$ cat config.mk
export PLATFORM = sky130hd
export DESIGN_NAME = spatz_vcfg_ctrl_flat
export DESIGN_NICKNAME = d
export VERILOG_FILES = /design/src/rtl/rvv_pkg.sv /design/src/rtl/spatz_pkg.sv /design/src/rtl/spatz_vcfg_ctrl_if.sv /design/src/rtl/spatz_vlmax.sv /design/src/rtl/spatz_vcfg_ctrl.sv /design/src/flat_wrapper.sv
export SDC_FILE = /design/constraint.sdc
export NUM_CORES = 1
export LEC_CHECK = 0
export BUFFER_PORTS_ARGS = -buffer_cell sky130_fd_sc_hd__buf_2
export CAP_MARGIN = 15
export CORE_UTILIZATION = 45
export CTS_BUF_LIST = sky130_fd_sc_hd__clkbuf_2
export CTS_CLUSTER_DIAMETER = 150
export CTS_CLUSTER_SIZE = 30
export DETAILED_ROUTE_END_ITERATION = 10
export PLACE_DENSITY_LB_ADDON = 0.3
export SYNTH_ARGS = -nofsm -noshare
export SYNTH_HDL_FRONTEND = slang
export SYNTH_HIERARCHICAL = 1
export SYNTH_SLANG_ARGS = --single-unit
$ cat constraint.sdc
create_clock -name clk_i -period 4.8 [get_ports clk_i]
set_input_delay 0.48 -clock clk_i [delete_from_list [all_inputs] [get_ports clk_i]]
set_output_delay 0.48 -clock clk_i [all_outputs]
set_load 0.02 [all_outputs]
$ cat src/rtl/rvv_pkg.sv
// Shared RVV architectural types: element width, LMUL encoding and the vtype CSR layout.
`timescale 1ns/1ps
package rvv_pkg;

  typedef enum logic [2:0] {
    EW_8   = 3'b000,
    EW_16  = 3'b001,
    EW_32  = 3'b010,
    EW_64  = 3'b011,
    EW_128 = 3'b100,
    EW_256 = 3'b101,
    EW_512 = 3'b110,
    EW_RES = 3'b111
  } vew_e;

  typedef enum logic [2:0] {
    LMUL_1   = 3'b000,
    LMUL_2   = 3'b001,
    LMUL_4   = 3'b010,
    LMUL_8   = 3'b011,
    LMUL_RES = 3'b100,
    LMUL_F8  = 3'b101,
    LMUL_F4  = 3'b110,
    LMUL_F2  = 3'b111
  } vlmul_e;

  typedef struct packed {
    logic   vill;
    logic   vma;
    logic   vta;
    vew_e   vsew;
    vlmul_e vlmul;
  } vtype_t;

endpackage

$ cat src/rtl/spatz_pkg.sv
// Spatz configuration-controller types: latched request, FSM states and the vill reset value.
`timescale 1ns/1ps
package spatz_pkg;

  localparam int unsigned VLEN = 512;

  localparam rvv_pkg::vtype_t VTYPE_VILL = rvv_pkg::vtype_t'(9'h100);

  typedef struct packed {
    logic [31:0] avl;
    logic [7:0]  vtype;
    logic        rsv;
    logic        rs1_x0;
    logic        rd_x0;
  } vcfg_req_t;

  typedef enum logic [1:0] {
    VCFG_IDLE  = 2'd0,
    VCFG_DRAIN = 2'd1,
    VCFG_RESP  = 2'd2
  } vcfg_state_e;

endpackage

$ cat src/rtl/spatz_vcfg_ctrl_if.sv
// Request/response channel between the issue stage (master) and the config controller (slave).
`timescale 1ns/1ps
interface spatz_vcfg_ctrl_if;

  // Both channels use valid/ready: a transfer happens on a rising edge where valid and
  // ready are both high; once raised, valid and its payload stay stable until that edge.
  logic        req_valid_i;
  logic        req_ready_o;
  logic [31:0] req_avl_i;
  logic [7:0]  req_vtype_i;
  logic        req_vtype_rsv_i;
  logic        req_rs1_x0_i;
  logic        req_rd_x0_i;
  logic        rsp_valid_o;
  logic        rsp_ready_i;
  logic [31:0] rsp_vl_o;

  modport master (
    output req_valid_i, req_avl_i, req_vtype_i, req_vtype_rsv_i, req_rs1_x0_i, req_rd_x0_i,
    output rsp_ready_i,
    input  req_ready_o, rsp_valid_o, rsp_vl_o
  );

  modport slave (
    input  req_valid_i, req_avl_i, req_vtype_i, req_vtype_rsv_i, req_rs1_x0_i, req_rd_x0_i,
    input  rsp_ready_i,
    output req_ready_o, rsp_valid_o, rsp_vl_o
  );

endinterface

$ cat src/rtl/spatz_vlmax.sv
// Combinational vtype legality check and VLMAX computation (shifts only, no divider).
`timescale 1ns/1ps
module spatz_vlmax
  import rvv_pkg::*;
#(
  parameter int unsigned VLEN = 512,
  parameter int unsigned ELEN = 32
) (
  input  vew_e        vsew_i,
  input  vlmul_e      vlmul_i,
  output logic        legal_o,
  output logic [31:0] vlmax_o
);

  localparam logic [31:0] VlenW = 32'(VLEN);
  localparam logic [31:0] ElenW = 32'(ELEN);

  logic [4:0]  base_sh;
  logic [31:0] sew_bits;
  logic [31:0] base;
  logic [1:0]  frac_sh;

  always_comb begin
    base_sh  = 5'd3 + {2'b00, vsew_i};
    sew_bits = 32'd8 << vsew_i;
    base     = VlenW >> base_sh;
    // F2/F4/F8 encode as 111/110/101, so 4 - low bits gives the right shift 1/2/3.
    frac_sh  = 2'(3'd4 - {1'b0, vlmul_i[1:0]});
    legal_o  = 1'b1;
    vlmax_o  = '0;

    unique case (vsew_i)
      EW_8, EW_16, EW_32: ;
      default: legal_o = 1'b0;
    endcase

    unique case (vlmul_i)
      LMUL_1, LMUL_2, LMUL_4, LMUL_8: vlmax_o = base << vlmul_i[1:0];
      LMUL_F2, LMUL_F4, LMUL_F8: begin
        vlmax_o = base >> frac_sh;
        if ((sew_bits << frac_sh) > ElenW) legal_o = 1'b0;
      end
      default: legal_o = 1'b0;
    endcase

    if (!legal_o) vlmax_o = '0;
  end

endmodule

$ cat src/rtl/spatz_vcfg_ctrl.sv
// Vector configuration controller: executes vset{i}vl{i}, waits for in-flight ops to drain,
// then commits the architectural vl/vtype and returns the new vl.
`timescale 1ns/1ps
module spatz_vcfg_ctrl
  import rvv_pkg::*;
#(
  parameter int unsigned VLEN          = spatz_pkg::VLEN,
  parameter int unsigned ELEN          = 32,
  parameter int unsigned NrOutstanding = 8,
  localparam int unsigned CW           = $clog2(NrOutstanding + 1)
) (
  input  logic                   clk_i,
  input  logic                   rst_ni,
  spatz_vcfg_ctrl_if.slave       cfg_if,
  input  logic                   issue_i,
  input  logic                   retire_i,
  output logic                   cfg_busy_o,
  output logic [CW-1:0]          outstanding_o,
  output logic [31:0]            vl_o,
  output vtype_t                 vtype_o,
  output spatz_pkg::vcfg_state_e state_o
);

  import spatz_pkg::*;

  localparam logic [CW-1:0] CntMax = CW'(NrOutstanding);

  vcfg_state_e state_q, state_d;
  vcfg_req_t   req_q, req_d;
  vtype_t      vtype_q, vtype_d;
  logic [31:0] vl_q, vl_d;
  logic [31:0] rsp_vl_q, rsp_vl_d;
  logic [CW-1:0] cnt_q, cnt_d;

  logic        new_legal_raw, old_legal_raw;
  logic [31:0] vlmax_new, vlmax_old;
  logic        res_vill;
  logic [31:0] res_vl;

  spatz_vlmax #(.VLEN(VLEN), .ELEN(ELEN)) i_vlmax_new (
    .vsew_i  (vew_e'(req_q.vtype[5:3])),
    .vlmul_i (vlmul_e'(req_q.vtype[2:0])),
    .legal_o (new_legal_raw),
    .vlmax_o (vlmax_new)
  );

  spatz_vlmax #(.VLEN(VLEN), .ELEN(ELEN)) i_vlmax_old (
    .vsew_i  (vtype_q.vsew),
    .vlmul_i (vtype_q.vlmul),
    .legal_o (old_legal_raw),
    .vlmax_o (vlmax_old)
  );

  // In-flight counter; saturates on protocol violations (flagged by the assertions below).
  always_comb begin
    cnt_d = cnt_q;
    if (issue_i && !retire_i && cnt_q != CntMax) cnt_d = cnt_q + CW'(1);
    else if (retire_i && !issue_i && cnt_q != '0) cnt_d = cnt_q - CW'(1);
  end

  always_comb begin
    res_vill = 1'b0;
    res_vl   = '0;
    if (!new_legal_raw || req_q.rsv) begin
      res_vill = 1'b1;
    end else if (req_q.rs1_x0 && !req_q.rd_x0) begin
      res_vl = vlmax_new;
    end else if (req_q.rs1_x0) begin
      // Keep-vl form is only legal when the ratio SEW/LMUL (hence VLMAX) is unchanged.
      if (!vtype_q.vill && old_legal_raw && vlmax_new == vlmax_old) res_vl = vl_q;
      else res_vill = 1'b1;
    end else begin
      res_vl = (req_q.avl < vlmax_new) ? req_q.avl : vlmax_new;
    end
  end

  always_comb begin
    state_d  = state_q;
    req_d    = req_q;
    vtype_d  = vtype_q;
    vl_d     = vl_q;
    rsp_vl_d = rsp_vl_q;
    unique case (state_q)
      VCFG_IDLE: begin
        if (cfg_if.req_valid_i) begin
          req_d = '{avl:    cfg_if.req_avl_i,
                    vtype:  cfg_if.req_vtype_i,
                    rsv:    cfg_if.req_vtype_rsv_i,
                    rs1_x0: cfg_if.req_rs1_x0_i,
                    rd_x0:  cfg_if.req_rd_x0_i};
          state_d = VCFG_DRAIN;
        end
      end
      VCFG_DRAIN: begin
        if (cnt_q == '0) begin
          if (res_vill) begin
            vtype_d  = VTYPE_VILL;
            vl_d     = '0;
            rsp_vl_d = '0;
          end else begin
            vtype_d  = vtype_t'({1'b0, req_q.vtype});
            vl_d     = res_vl;
            rsp_vl_d = res_vl;
          end
          state_d = VCFG_RESP;
        end
      end
      VCFG_RESP: begin
        if (cfg_if.rsp_ready_i) state_d = VCFG_IDLE;
      end
      default: state_d = VCFG_IDLE;
    endcase
  end

  always_ff @(posedge clk_i or negedge rst_ni) begin
    if (!rst_ni) begin
      state_q  <= VCFG_IDLE;
      req_q    <= '0;
      vtype_q  <= VTYPE_VILL;
      vl_q     <= '0;
      rsp_vl_q <= '0;
      cnt_q    <= '0;
    end else begin
      state_q  <= state_d;
      req_q    <= req_d;
      vtype_q  <= vtype_d;
      vl_q     <= vl_d;
      rsp_vl_q <= rsp_vl_d;
      cnt_q    <= cnt_d;
    end
  end

  assign cfg_if.req_ready_o = (state_q == VCFG_IDLE);
  assign cfg_if.rsp_valid_o = (state_q == VCFG_RESP);
  assign cfg_if.rsp_vl_o    = rsp_vl_q;
  assign cfg_busy_o         = (state_q != VCFG_IDLE);
  assign outstanding_o      = cnt_q;
  assign vl_o               = vl_q;
  assign vtype_o            = vtype_q;
  assign state_o            = state_q;

  a_issue_legal : assert property (@(posedge clk_i) disable iff (!rst_ni)
    !(issue_i && (cfg_busy_o || (cnt_q == CntMax && !retire_i))))
    else $error("vector op issued while busy or counter full");

  a_retire_legal : assert property (@(posedge clk_i) disable iff (!rst_ni)
    !(retire_i && !issue_i && cnt_q == '0))
    else $error("vector op retired with nothing outstanding");

endmodule

$ cat src/flat_wrapper.sv
// flat-port wrapper written by rule: the top's interface ports become plain ports
module spatz_vcfg_ctrl_flat import rvv_pkg::*; import spatz_pkg::*;
#(
  parameter int unsigned VLEN          = spatz_pkg::VLEN,
  parameter int unsigned ELEN          = 32,
  parameter int unsigned NrOutstanding = 8,
  localparam int unsigned CW           = $clog2(NrOutstanding + 1)
)
  (clk_i, rst_ni, issue_i, retire_i, cfg_busy_o, outstanding_o, vl_o, vtype_o, state_o, cfg_if_req_valid_i, cfg_if_req_avl_i, cfg_if_req_vtype_i, cfg_if_req_vtype_rsv_i, cfg_if_req_rs1_x0_i, cfg_if_req_rd_x0_i, cfg_if_rsp_ready_i, cfg_if_req_ready_o, cfg_if_rsp_valid_o, cfg_if_rsp_vl_o);
  spatz_vcfg_ctrl_if cfg_if_i ();
  input  logic clk_i;
  input  logic rst_ni;
  input  logic issue_i;
  input  logic retire_i;
  output logic cfg_busy_o;
  output logic [CW-1:0] outstanding_o;
  output logic [31:0] vl_o;
  output vtype_t vtype_o;
  output spatz_pkg::vcfg_state_e state_o;
  input wire logic [$bits(cfg_if_i.req_valid_i)-1:0] cfg_if_req_valid_i;
  input wire logic [$bits(cfg_if_i.req_avl_i)-1:0] cfg_if_req_avl_i;
  input wire logic [$bits(cfg_if_i.req_vtype_i)-1:0] cfg_if_req_vtype_i;
  input wire logic [$bits(cfg_if_i.req_vtype_rsv_i)-1:0] cfg_if_req_vtype_rsv_i;
  input wire logic [$bits(cfg_if_i.req_rs1_x0_i)-1:0] cfg_if_req_rs1_x0_i;
  input wire logic [$bits(cfg_if_i.req_rd_x0_i)-1:0] cfg_if_req_rd_x0_i;
  input wire logic [$bits(cfg_if_i.rsp_ready_i)-1:0] cfg_if_rsp_ready_i;
  output wire logic [$bits(cfg_if_i.req_ready_o)-1:0] cfg_if_req_ready_o;
  output wire logic [$bits(cfg_if_i.rsp_valid_o)-1:0] cfg_if_rsp_valid_o;
  output wire logic [$bits(cfg_if_i.rsp_vl_o)-1:0] cfg_if_rsp_vl_o;
  assign cfg_if_i.req_valid_i = cfg_if_req_valid_i;
  assign cfg_if_i.req_avl_i = cfg_if_req_avl_i;
  assign cfg_if_i.req_vtype_i = cfg_if_req_vtype_i;
  assign cfg_if_i.req_vtype_rsv_i = cfg_if_req_vtype_rsv_i;
  assign cfg_if_i.req_rs1_x0_i = cfg_if_req_rs1_x0_i;
  assign cfg_if_i.req_rd_x0_i = cfg_if_req_rd_x0_i;
  assign cfg_if_i.rsp_ready_i = cfg_if_rsp_ready_i;
  assign cfg_if_req_ready_o = cfg_if_i.req_ready_o;
  assign cfg_if_rsp_valid_o = cfg_if_i.rsp_valid_o;
  assign cfg_if_rsp_vl_o = cfg_if_i.rsp_vl_o;
  spatz_vcfg_ctrl #(.VLEN(VLEN), .ELEN(ELEN), .NrOutstanding(NrOutstanding)) u_core (.clk_i(clk_i), .rst_ni(rst_ni), .cfg_if(cfg_if_i), .issue_i(issue_i), .retire_i(retire_i), .cfg_busy_o(cfg_busy_o), .outstanding_o(outstanding_o), .vl_o(vl_o), .vtype_o(vtype_o), .state_o(state_o));
endmodule
# Word-level counts from Yosys, hierarchy flattened
# Index checks and enable logic that the tools add are counted.
# totals
ff_bits	90
wordCells	115
# op_classes
reduce_logical	32
shifts	10
mux	27
n_addsub	6
order_cmp	3
n_eq_ne	24
# ops
operator	n
$mux 32	8
$pmux 32 s2	2
$shl 32x2->32	4
$gt 32x6->1 const B	2
$shl 4x3->32 const A	2
$shr 10x5->32 const A	2
$shr 32x2->32	2
$eq 32x32->1	1
$lt 32x32->1	1
$eq 3x2->1 const B	6
$eq 3x3->1 const B	6
$eq 3x1->1 const B	4
$logic_not 3->1	4
$reduce_or 3->1	4
$mux 9	1
$add 2x3->4 const A	2
$mux 1	8
$mux 4	2
$reduce_or 4->1	2
$logic_and 1x1->1	7
$mux 2	3
$pmux 2 s3	1
$reduce_and 3->1	2
$logic_not 1->1	5
other kinds (16)	21

# Logic depth before layout (Yosys ltp)
# logic_depth
word_depth	14
ltp_mapped	16
depth_no_buf	14

# Modules after synthesis
# Netlist, hierarchy kept.
# by_module_without_submodules
mod	cells_each	area_each_um2	instances	seq_area_each_um2
spatz_vcfg_ctrl	486	5268.8	1	2253.4
spatz_vlmax	80	598.1	2	0.0

# Worst setup path before layout
# No wires, ideal clock.
# synth_path
kind	reg-to-reg
startpoint	reg u_core/req_q[4] (netlist name)
endpoint	reg u_core.rsp_vl_q[4], in the netlist u_core/cfg_if.rsp_vl_o[4]
arrival_time_ns	3.249
path_buffers	2
stages_incl_launch_ff	17
t_required_ns	4.713
synth_period_minus_slack_ns	3.336
setup_slack_ns	1.464
path_cell_list	dfrtp_1 > buf_2 > inv_1 > ha_1 > or4_1 > nor2_1 > a21oi_1 > nor2_1 > inv_1 > ha_1 > nand4_1 > or3_1 > nor3_1 > o41a_1 > o21ai_2 > buf_2 > o211ai_1
# synth_via
elab_chain_cells	14
# synth_lines
element	line_no	source
from (decl)	spatz_vcfg_ctrl.sv:29	vcfg_req_t req_q, req_d;
from (signal assigned)	spatz_vcfg_ctrl.sv:125	req_q <= req_d;
$sub 1x2->2	spatz_vlmax.sv:28	frac_sh = 2'(3'd4 - {1'b0, vlmul_i[1:0]});
$shl 32x2->32	spatz_vlmax.sv:41	if ((sew_bits << frac_sh) > ElenW) legal_o = 1'b0;
$gt 32x6->1	spatz_vlmax.sv:41	
$mux 1	spatz_vlmax.sv:41	
$pmux 1 s2	spatz_vlmax.sv:37	unique case (vlmul_i)
$mux 32 (*)	spatz_vlmax.sv:46	if (!legal_o) vlmax_o = '0;
net u_core.vlmax_new[6]	spatz_vcfg_ctrl.sv:36	logic [31:0] vlmax_new, vlmax_old;
parallel branches: the longest is 8 deep, another holds $lt 32x32->1	-	
to (signal assigned)	spatz_vcfg_ctrl.sv:128	rsp_vl_q <= rsp_vl_d;
to (decl)	spatz_vcfg_ctrl.sv:32	logic [31:0] rsp_vl_q, rsp_vl_d;
# Mark *: on every way through the listed nets, which the timed path passes.
# A chain may end at the register's enable or synchronous reset.

# Final worst setup path
# layout_path
startpoint	reg u_core/req_q[3] (netlist name)
endpoint	reg u_core.rsp_vl_q[5], in the netlist u_core/cfg_if.rsp_vl_o[5]
# Same word-level chain as after synthesis.

==> flow_summary.json <==
{
  "drive_gt1_share_pct": 30.9,
  "synthTopCellsByCount": "dfrtp_1, buf_4, mux2_2, o21ai_0",
  "die_area_mm2": 0.0148,
  "required_ns": 5.29,
  "die_w_um": 122,
  "finalWirelength_um": 15000,
  "core_area_mm2": 0.0139,
  "peakVddDrop_mv": 0.379,
  "seq_area_frac_synth_pct": 34.9,
  "synthCells": 646,
  "cts_root_buf": "clkbuf_2",
  "cts_tree": "built",
  "track_usage_pct": 21.4,
  "crit_chain": "inv_1 -> ha_1 -> or4_1 -> nor2_1 -> a21oi_1 -> nor2_1 -> inv_1 -> ha_1 -> nand4_1 -> or3_1 -> nor3_1 -> o41a_1 -> o21ai_2 -> o211ai_1",
  "clock-skew-final_ns": 0.0353,
  "routabilityCongestion": 0.883,
  "hold_violations": 0,
  "clk_latency_ns": 0.63,
  "die_h_um": 122,
  "tightest_slew_ns": 1.09,
  "max_slew_margin_pct": 27.6,
  "drt_iter0_drc": 287,
  "syn_avg_cell_area_um2": 10.0,
  "worstPathArrival_ns": 4.60,
  "vias": 4967,
  "max_freq_mhz": 243,
  "clock_path_buffers": 2,
  "drt-pass1-iter-count": 4,
  "areaGrowthSynthToFinish_pct": 7.12,
  "ys_ff_latch": 90,
  "synth_edf_count": 0,
  "grt_pass1_vias": 4867,
  "crit_slowest_cell": "dfrtp_1",
  "yosysMostFrequentCell": "dfrtp_1",
  "grt_max_degree": 54,
  "final_cells": 915,
  "grt_antenna_before_repair": 1,
  "dpl.hpwl_um": 10900,
  "cp_max_fo": 16,
  "clock_sinks": 90,
  "avgRoutedWirePerCell_um": 16.4,
  "netlist_area_mm2": 0.00646,
  "status": "finished clean",
  "synthFlopType": "dfrtp_1",
  "io_buffers": 130,
  "place_inst": 895,
  "synth-async-reset-ratio_pct": 100,
  "rsz0062_at_grt": "false",
  "drtAntennaViolNets": 0,
  "yosysWarnings": 6,
  "grt_first_pass_wirelength_um": 24600,
  "start_util_pct": 46.4,
  "leakage_nw": 3.32,
  "fp-row-count": 43,
  "pin_count": 131,
  "hp-class": "in -> reg",
  "grt_overflow": 0,
  "maxCapViolCount": 0,
  "finalCriticalPeriod_ns": 4.11,
  "vias_per_cell": 5.43,
  "critPathKind": "reg -> reg",
  "finalSetupTns_ns": 0,
  "synthTopCellsByArea": "dfrtp_1, buf_4, ha_1",
  "ys_types": 61,
  "critPathCaptureType": "flop",
  "synth_top_area_share_pct": 34.4,
  "numCtsBuffers": 9,
  "finalCritPeriodShare_pct": 85.6,
  "layout.nets": 820,
  "finalSetupViolations": 0,
  "crit_path_max_incr_delay_ns": 0.64,
  "synth_top_area_cell": "dfrtp_1",
  "p_per_area_mw_per_mm2": 580,
  "startpoint_type": "flop",
  "drv_slew": 0,
  "htreeDepth": 3,
  "clk_pin_slew_worst_paths_ns": 0.25,
  "drc": 0
}
-- cell usage in the layout, fill, tap and decap left out, types with 9 or more instances in the layout --
master | synthesis | routed
o211ai_1 | 32 | 32
dfrtp_1 | 89 | 89
nor2_1 | 16 | 16
xor2_1 | 31 | 31
nor4_1 | 11 | 10
mux2_2 | 44 | 44
inv_1 | 41 | 41
a21oi_1 | 19 | 19
clkbuf_2 | 0 | 12
ha_1 | 41 | 41
buf_2 | 17 | 129
nand2b_1 | 9 | 9
o21ai_0 | 42 | 42
nand4_1 | 38 | 38
conb_1 | 2 | 52
-- logic make-up (layout without fill, tap and decap cells) --
| group | count (synthesis) | count (layout) | synth area share (%) |
|---|---|---|---|
| buffers and inverters | 159 | 197 | 15.1 |
| adder cells (fa/ha/maj) | 42 | 42 | 8.24 |
| multiplexers | 45 | 45 | 8.01 |
| AO/OA/AOI/OAI | 137 | 137 | 15.1 |
| other | 2 | 53 | 0.116 |
| AND/OR/NAND/NOR | 133 | 133 | 13.4 |
| flip-flops | 90 | 90 | 34.9 |
| XOR/XNOR | 38 | 38 | 5.15 |
-- state kept, by name (all words and copies together), names as in the netlist --
register	flops
u_core/cfg_if.rsp_vl_o	32
u_core/outstanding_o	4
u_core/state_o	2
u_core/vtype_o	9
u_core/req_q	43
-- report_power, final --
part | switching, mW | leakage [nW] | internal [mW]
Clock | 0.255 | 0.0710 | 0.123
Sequential | 0.445 | 1.15 | 1.09
Combinational | 1.20 | 2.10 | 0.899
Total | 1.90 | 3.32 | 2.11
-- per-layer routing --
| metal | global-route usage, % | wire, um | vias to the layer above |
|---|---|---|---|
| li1 | - | - | 2374 |
| met4 | 7.25 | 328 | 0 |
| met2 | 34.0 | 6880 | 174 |
| met1 | 27.8 | 6800 | 2393 |
| met5 | 0 | 0 | - |
| met3 | 5.90 | 1010 | 26 |
-- per-stage QoR --
stage | setup slack, ns | hold WS, ns | utilization (%) | area (um2) | power [mW]
3_3_place_gp | 0.928 | 0.469 | 48.7 | 6790 | 3.53
4_1_cts | 0.724 | 0.0172 | 49.6 | 6910 | 4.00
5_1_grt | 0.447 | 0.00959 | 49.7 | 6930 | 4.34
2_1_floorplan | 1.46 | 0.184 | - | 6650 | 3.17
6_report | 0.691 | 0.0520 | 49.7 | 6930 | 4.01
3_5_place_dp | 0.750 | 0.481 | 48.7 | 6790 | 3.62
-- timing repair --
| action | in CTS | in global routing |
|---|---|---|
| buffers inserted | 0 | 0 |
| hold endpoints to repair | 38 | 0 |
| hold buffers | 2 | 0 |
| resized for setup | 0 | 0 |
-- worst paths after layout --
path | from | end | slack [ns] | cells after the start
max | u_core/req_q[3] | u_core/cfg_if.rsp_vl_o[5] | 0.69 | 14
min | cfg_if_req_avl_i[26] | u_core/req_q[37] | 0.05 | 2
max reg2reg | u_core/req_q[3] | u_core/cfg_if.rsp_vl_o[5] | 0.69 | 14
min reg2reg | u_core/vtype_o[8] | u_core/vtype_o[8] | 0.52 | 2
max in group asynchronous | rst_ni | u_core/outstanding_o[3] | 3.36 | 3
min in group asynchronous | rst_ni | u_core/req_q[14] | 0.34 | 2
-- critical path, delay by kind of cell, from the launching register on --
kind | cells | cell delay, ns
flip-flops | 1 | 0.64
AND/OR/NAND/NOR | 6 | 1.09
adder cells (fa/ha/maj) | 2 | 0.70
AO/OA/AOI/OAI | 4 | 1.25
buffers and inverters | 2 | 0.31
-- layout make-up --
class,count,area [um2]
antenna,1,2.50
sequential,90,2250
timing repair buffer,140,741
inverter,41,154
clock buffer,12,60.1
multi-input combinational,447,3450
tap,180,225
fill,1321,7010
clock inverter,4,42.5
(Power assumes the default switching activity.)
